`src/rtl/uart_tx_arbiter.sv`:
```
// Packet-granular round-robin arbiter for the UART TX FIFO write port.
// A requester owns the port from its first beat through req_last. A watchdog releases an owner that goes silent mid-packet.
module uart_tx_arbiter #(
  parameter int NUM_REQ        = 4,
  parameter int DATA_WIDTH     = 8,
  parameter int TIMEOUT_CYCLES = 1024,
  localparam int ID_W          = $clog2(NUM_REQ),
  localparam int CNT_W         = $clog2(TIMEOUT_CYCLES + 1)
) (
  input  logic                          clock,
  input  logic                          reset,
  input  logic                          uart_en,
  input  logic [NUM_REQ-1:0]            req_valid,
  input  logic [NUM_REQ*DATA_WIDTH-1:0] req_data,
  input  logic [NUM_REQ-1:0]            req_last,
  output logic [NUM_REQ-1:0]            req_ready,
  input  logic                          tx_fifo_full,
  output logic                          tx_fifo_wr_en,
  output logic [DATA_WIDTH-1:0]         tx_fifo_wr_data,
  output logic                          grant_valid,
  output logic [ID_W-1:0]               grant_id,
  output logic                          timeout_event
);

  typedef enum logic {
    IDLE   = 1'b0,
    LOCKED = 1'b1
  } state_t;

  localparam logic [ID_W-1:0]  LAST_ID    = ID_W'(NUM_REQ - 1);
  localparam logic [CNT_W-1:0] IDLE_LIMIT = CNT_W'(TIMEOUT_CYCLES - 1);

  state_t           state_q, state_d;
  logic [ID_W-1:0]  owner_q, owner_d;
  logic [ID_W-1:0]  rr_ptr_q, rr_ptr_d;
  logic [CNT_W-1:0] idle_cnt_q, idle_cnt_d;
  logic             timeout_q, timeout_d;

  logic [DATA_WIDTH-1:0] data_arr [NUM_REQ];
  logic                  own_valid;
  logic                  own_last;
  logic                  win_found;
  logic [ID_W-1:0]       win_id;
  logic [ID_W-1:0]       cand;

  function automatic logic [ID_W-1:0] next_id(input logic [ID_W-1:0] id);
    return (id == LAST_ID) ? '0 : id + ID_W'(1);
  endfunction

  genvar gi;
  generate
    for (gi = 0; gi < NUM_REQ; gi++) begin : g_unpack
      assign data_arr[gi] = req_data[gi*DATA_WIDTH +: DATA_WIDTH];
    end
  endgenerate

  assign own_valid = req_valid[owner_q];
  assign own_last  = req_last[owner_q];

  // Scan starts at rr_ptr and wraps; the first valid requester wins.
  always_comb begin
    win_found = 1'b0;
    win_id    = '0;
    cand      = rr_ptr_q;
    for (int off = 0; off < NUM_REQ; off++) begin
      if (!win_found && req_valid[cand]) begin
        win_found = 1'b1;
        win_id    = cand;
      end
      cand = next_id(cand);
    end
  end

  always_comb begin
    state_d         = state_q;
    owner_d         = owner_q;
    rr_ptr_d        = rr_ptr_q;
    idle_cnt_d      = idle_cnt_q;
    timeout_d       = 1'b0;
    req_ready       = '0;
    tx_fifo_wr_en   = 1'b0;
    tx_fifo_wr_data = '0;

    case (state_q)
      IDLE: begin
        if (uart_en && win_found) begin
          state_d    = LOCKED;
          owner_d    = win_id;
          idle_cnt_d = '0;
        end
      end

      LOCKED: begin
        for (int i = 0; i < NUM_REQ; i++) begin
          req_ready[i] = (owner_q == ID_W'(i)) && !tx_fifo_full;
        end
        tx_fifo_wr_en   = own_valid && !tx_fifo_full;
        tx_fifo_wr_data = data_arr[owner_q];

        if (tx_fifo_wr_en) begin
          if (own_last) begin
            state_d  = IDLE;
            rr_ptr_d = next_id(owner_q);
          end
          idle_cnt_d = '0;
        end else if (!own_valid) begin
          // Owner silent: count toward the watchdog. A full FIFO alone never counts.
          if (idle_cnt_q == IDLE_LIMIT) begin
            state_d    = IDLE;
            rr_ptr_d   = next_id(owner_q);
            idle_cnt_d = '0;
            timeout_d  = 1'b1;
          end else begin
            idle_cnt_d = idle_cnt_q + CNT_W'(1);
          end
        end
      end

      default: state_d = IDLE;
    endcase
  end

  always_ff @(posedge clock or posedge reset) begin
    if (reset) begin
      state_q    <= IDLE;
      owner_q    <= '0;
      rr_ptr_q   <= '0;
      idle_cnt_q <= '0;
      timeout_q  <= 1'b0;
    end else begin
      state_q    <= state_d;
      owner_q    <= owner_d;
      rr_ptr_q   <= rr_ptr_d;
      idle_cnt_q <= idle_cnt_d;
      timeout_q  <= timeout_d;
    end
  end

  assign grant_valid   = (state_q == LOCKED);
  assign grant_id      = owner_q;
  assign timeout_event = timeout_q;

endmodule

```
`config.mk`:
```
export PLATFORM = sky130hd
export DESIGN_NAME = uart_tx_arbiter
export DESIGN_NICKNAME = d
export VERILOG_FILES = /design/src/rtl/uart_tx_arbiter.sv
export SDC_FILE = /design/constraint.sdc
export NUM_CORES = 1
export LEC_CHECK = 0
export BUFFER_PORTS_ARGS = -buffer_cell sky130_fd_sc_hd__buf_2
export CAP_MARGIN = 25
export CORE_AREA = 2 2 77 79
export CTS_CLUSTER_SIZE = 8
export DETAILED_ROUTE_END_ITERATION = 10
export DIE_AREA = 0 0 79 81
export GPL_TIMING_DRIVEN = 0
export SYNTH_ARGS = -nofsm -noshare
export SYNTH_HDL_FRONTEND = slang
export SYNTH_SLANG_ARGS = --single-unit
```
`constraint.sdc`:
```
create_clock -name clock -period 2.83 [get_ports clock]
set_input_delay 0 -clock clock [delete_from_list [all_inputs] [get_ports clock]]
set_output_delay 0 -clock clock [all_outputs]
set_load 0.02 [all_outputs]
```
# After elaboration in Yosys (flattened, before gate mapping)
# Cells that the tools add are included.
# op_classes
n_addsub,5
order_cmp,6
eq_ne,11
n_mux,49
bitwise_logic,2
n_reduce_logical,18
# ops
cell,count
$mux W11,4
$mux W2,12
$mux W8,3
$pmux W11 S2,1
$mux W1,20
$bmux W8 S2,1
$lt A2 B3 Y1 const B,5
$bmux W1 S2,6
$add A11 B1 Y11 const B,1
$eq A11 B10 Y1 const B,1
$eq A2 B2 Y1 const B,5
$logic_and A1 B1 Y1,9
$add A2 B1 Y2 const B,4
$logic_not A1 Y1,4
$mux W4,1
$ne A2 B2 Y1 const B,2
$reduce_and A2 Y1,2
$reduce_and A4 Y1,1
$ge A3 B3 Y1 const B,1
$ne A3 B2 Y1 const B,1
$not A2 Y3,1
$eq A2 B1 Y1 const B,1
$logic_not A2 Y1,1
$ne A2 B1 Y1 const B,1
other kinds (3),3
# word_totals
regBits,17
output_inout_bits,17
word_cells,96

# Logic depth before layout (Yosys ltp)
# depth
depth_word,15
depth_mapped,7

# Least setup slack after synthesis
# Ideal clock, no wire load.
# synth_timing
path_kind,register to register
start,register rr_ptr_q[0]
end,"register owner_q[0], in the netlist grant_id[0]"
setup_time_ps,125
t_arrival_ps,1965
t_required_ps,2705
path_slack_ps,740
path_stages_with_launch,7
path_buffers,0
path_cell_list,dfrtp_1 > ha_1 > or3_4 > and3_1 > a2bb2oi_4 > nor2_2 > mux2_4
# synth_between
elab_chain_len,14
# synth_lines
element,line,rtl
from (decl),35,"logic [ID_W-1:0] rr_ptr_q, rr_ptr_d;"
from (signal assigned),133,rr_ptr_q <= rr_ptr_d;
branches (longest 14 deep; another with $add A2 B1 Y2),n/a,
to (signal assigned),132,owner_q <= owner_d;
to (decl),34,"logic [ID_W-1:0] owner_q, owner_d;"
# Parallel ways; which one is timed is not known. The select of a mux whose other input is x is not followed.
# A chain may end at the register's enable or synchronous reset.

# Worst setup path after layout
# layout_timing
start,register rr_ptr_q[0]
end,register idle_cnt_q[9]
# layout_between
elab_chain_len,15
# layout_lines
element,line,rtl
branches (longest 11 deep; another with $add A2 B1 Y2),n/a,
$mux W1 *,66,if (!win_found && req_valid[cand]) begin
$logic_and A1 B1 Y1 *,86,if (uart_en && win_found) begin
$ne A2 B2 Y1 (no source line) *,n/a,
$reduce_and A2 Y1 (no source line) *,n/a,
to (signal assigned),134,idle_cnt_q <= idle_cnt_d;
to (decl),36,"logic [CNT_W-1:0] idle_cnt_q, idle_cnt_d;"
# Mark *: on every way between the ends. The select of a mux whose other input is x is not followed.

==> flow_summary.ini <==
[status]
status = finished, final reports clean

[setup_path]
critPathKind = reg2reg
path_cells = ha_1 > or3_4 > and3_1 > a2bb2oi_4 > o21ai_2 > a31oi_1
cp_top_family = compound AO/OA/AOI/OAI gates
cp_max_fo = 10
rr_startpoint = rr_ptr_q[0]
critPathBufInv = 0
cp-end-kind = flip-flop
critical_path_depth = 6
start_kind = flip-flop
arrival_ns = 2.38
cp_data_required_time_ns = 2.94
r2r_cells = 6
reg2reg_to = idle_cnt_q[9]
cp_slowest_cell = ha_1
reg2reg_slack_ns = 0.56
slowest_delay_ns = 0.41

[global_routing]
grt_pass1_vias = 1374
overflow = 0
grt_pass1_wl_um = 6341
grtUsageTotal = 0.1240
grt_max_degree = 18
antenna_found_initial = 0

[detailed_routing]
drt-total-wl_um = 4020
via_per_inst = 5.132
vias = 1555
dr.pass1.iters = 4
drc = 0
wire_per_inst_um = 13.27
first_iter_violations = 84
ant_nets = 0

[synthesis]
syn-num-nets = 214
avgSynthCellArea_sq_um = 9.781
synth_warnings = 0
synth_cell_type_count = 48
synth_edf_count = 0
synthCells = 164
async_flop_share = 1.000
synth_ff_type = dfrtp_1
synth-seq-area-share = 0.2652
yosys_register_bits = 17
syn_area_sq_um = 1604

[place]
portBuffers = 59
dp.final_hpwl_um = 3187
routabilityCongestion = 0.7894
dpl.cell_count = 298

[layout]
syn2layout_area_growth_pct = 27.69
final_common_cell = buf_2
nNetsFinal = 279
final_cell_mix = buf_2, dfrtp_1, inv_1
drive_gt1_frac = 0.4298
fin_cells = 303
n_antenna_cell = 0

[timing]
max_freq_mhz = 440.6
slew_violations = 0
rsz0062_at_grt = false
setup_viol = 0
finClkSkew_ns = 0.0008970
tightest_slew_ns = 0.6700
finalCritPeriodShare = 0.8020
hold_violations = 0
setup_tns_ns = 0
relSlewSlack = 0.5470
fin_crit_ns = 2.270

[clock_network]
clockRootBuffer = clkbuf_8
cts_buffer_depth = 2
cts_tree = yes
post_cts_buffers = 0
cts-buffers-inserted = 3
htree_num_levels = 1
clk_latency_ns = 0.25
clkTransAtPathRegs_ns = 0.06
cts.sinks = 17

[die]
die_y_um = 81
io_pins = 61
fp-row-count = 28
die-area_sq_um = 6399
core_sq_um = 5675
dieWidth_um = 79
initial_utilization = 0.2826

[power]
leakagePower_uw = 0.0009502
power-per-cell-area_nw_per_um2 = 913.4
peakVddDrop_mv = 0.4138

[worst_hold_path]
holdPathStages = 3
whs_endpoint = grant_valid
min_from = uart_en
hold_class = in2reg

[job]
maxCapViolations = 0
[cells by family after synthesis]
| family | Yosys count | share of synthesized area |
|---|---|---|
| AOI/OAI and AO/OA | 40 | 0.1763 |
| adders and majority gates | 6 | 0.04680 |
| buffers and inverters | 20 | 0.05850 |
| DFF | 17 | 0.2652 |
| muxes | 20 | 0.2207 |
| and+or+nand+nor | 61 | 0.2324 |
[worst max path at each step]
stage               slack, ns             to   startpoint
floorplan                0.74    grant_id[0]  rr_ptr_q[0]
global placement         0.58  idle_cnt_q[9]  rr_ptr_q[0]
finish                   0.56  idle_cnt_q[9]  rr_ptr_q[0]
global route             0.41  idle_cnt_q[5]  rr_ptr_q[0]
detailed placement       0.57  idle_cnt_q[4]  rr_ptr_q[0]
CTS                      0.55  idle_cnt_q[9]  rr_ptr_q[0]
[layer usage]
metal	vias up	global-route usage	wire, um
met5	-	0	0
met4	0	0.02069	27
met1	758	0.1507	1681
met2	35	0.2229	2076
met3	5	0.03444	235
li1	757	-	-
[what timing repair did]
item                                    4_1_cts  5_1_grt
endpoints found under the hold margin        17        0
hold buffers                                  1        0
resized for setup                             0        0
endpoints found under the setup margin        0        0
[synth_stat cells, types with 2 or more instances]
library cell | count | share of area
and3_1 | 7 | 0.027
o21ai_0 | 11 | 0.034
mux4_2 | 11 | 0.15
o211ai_1 | 2 | 0.0094
inv_1 | 13 | 0.030
nor2_1 | 9 | 0.021
ha_1 | 6 | 0.047
a21oi_1 | 6 | 0.019
nand4_1 | 2 | 0.0078
a211oi_1 | 2 | 0.0094
nand3_1 | 4 | 0.012
nor4b_1 | 2 | 0.011
mux2_4 | 2 | 0.019
nand2b_1 | 2 | 0.0078
mux2_2 | 5 | 0.035
buf_2 | 3 | 0.0094
nand2_1 | 12 | 0.028
dfrtp_1 | 17 | 0.27
o22ai_1 | 2 | 0.0078
nor2_2 | 2 | 0.0078
a31oi_1 | 5 | 0.020
mux2i_1 | 2 | 0.012
nor2b_1 | 2 | 0.0078
o21ai_2 | 2 | 0.011
buf_6 | 2 | 0.014
and2_1 | 8 | 0.031
clkbuf_1 | 2 | 0.0047
[report_power, final]
part	switching, uW	internal, uW
clock network	78.6	99.9
logic	685	594
registers	97.9	315
[per-stage QoR]
stage	power, uW	hold WS, ns	util	cell area [sq um]	worst slack (ns)
floorplan	1392	-0.07393	-	1604	0.7397
global placement	1689	0.1382	0.3512	1993	0.5784
detailed placement	1710	0.1438	0.3512	1993	0.5710
CTS	1899	0.1153	0.3609	2048	0.5524
global route	2048	0.1352	0.3609	2048	0.4090
finish	1871	0.1254	0.3609	2048	0.5604
[worst min-delay path: stages]
cell and delay [ns]:
buf_2 0.11, nand2_1 0.12, o22ai_1 0.10
[state kept, by name, indices dropped and copies added (netlist names)]
signal	count
grant_id	2
grant_valid	1
idle_cnt_q	11
rr_ptr_q	2
timeout_event	1
[layout make-up]
type | count | area (sq um)
Clock buffer | 4 | 45.04
Multi-Input combinational cell | 127 | 1085
Tap cell | 75 | 93.84
Buffer | 7 | 45.04
Timing Repair Buffer | 60 | 305.3
Fill cell | 595 | 3627
Inverter | 13 | 48.80
Sequential cell | 17 | 425.4
(Power assumes the default switching activity.)
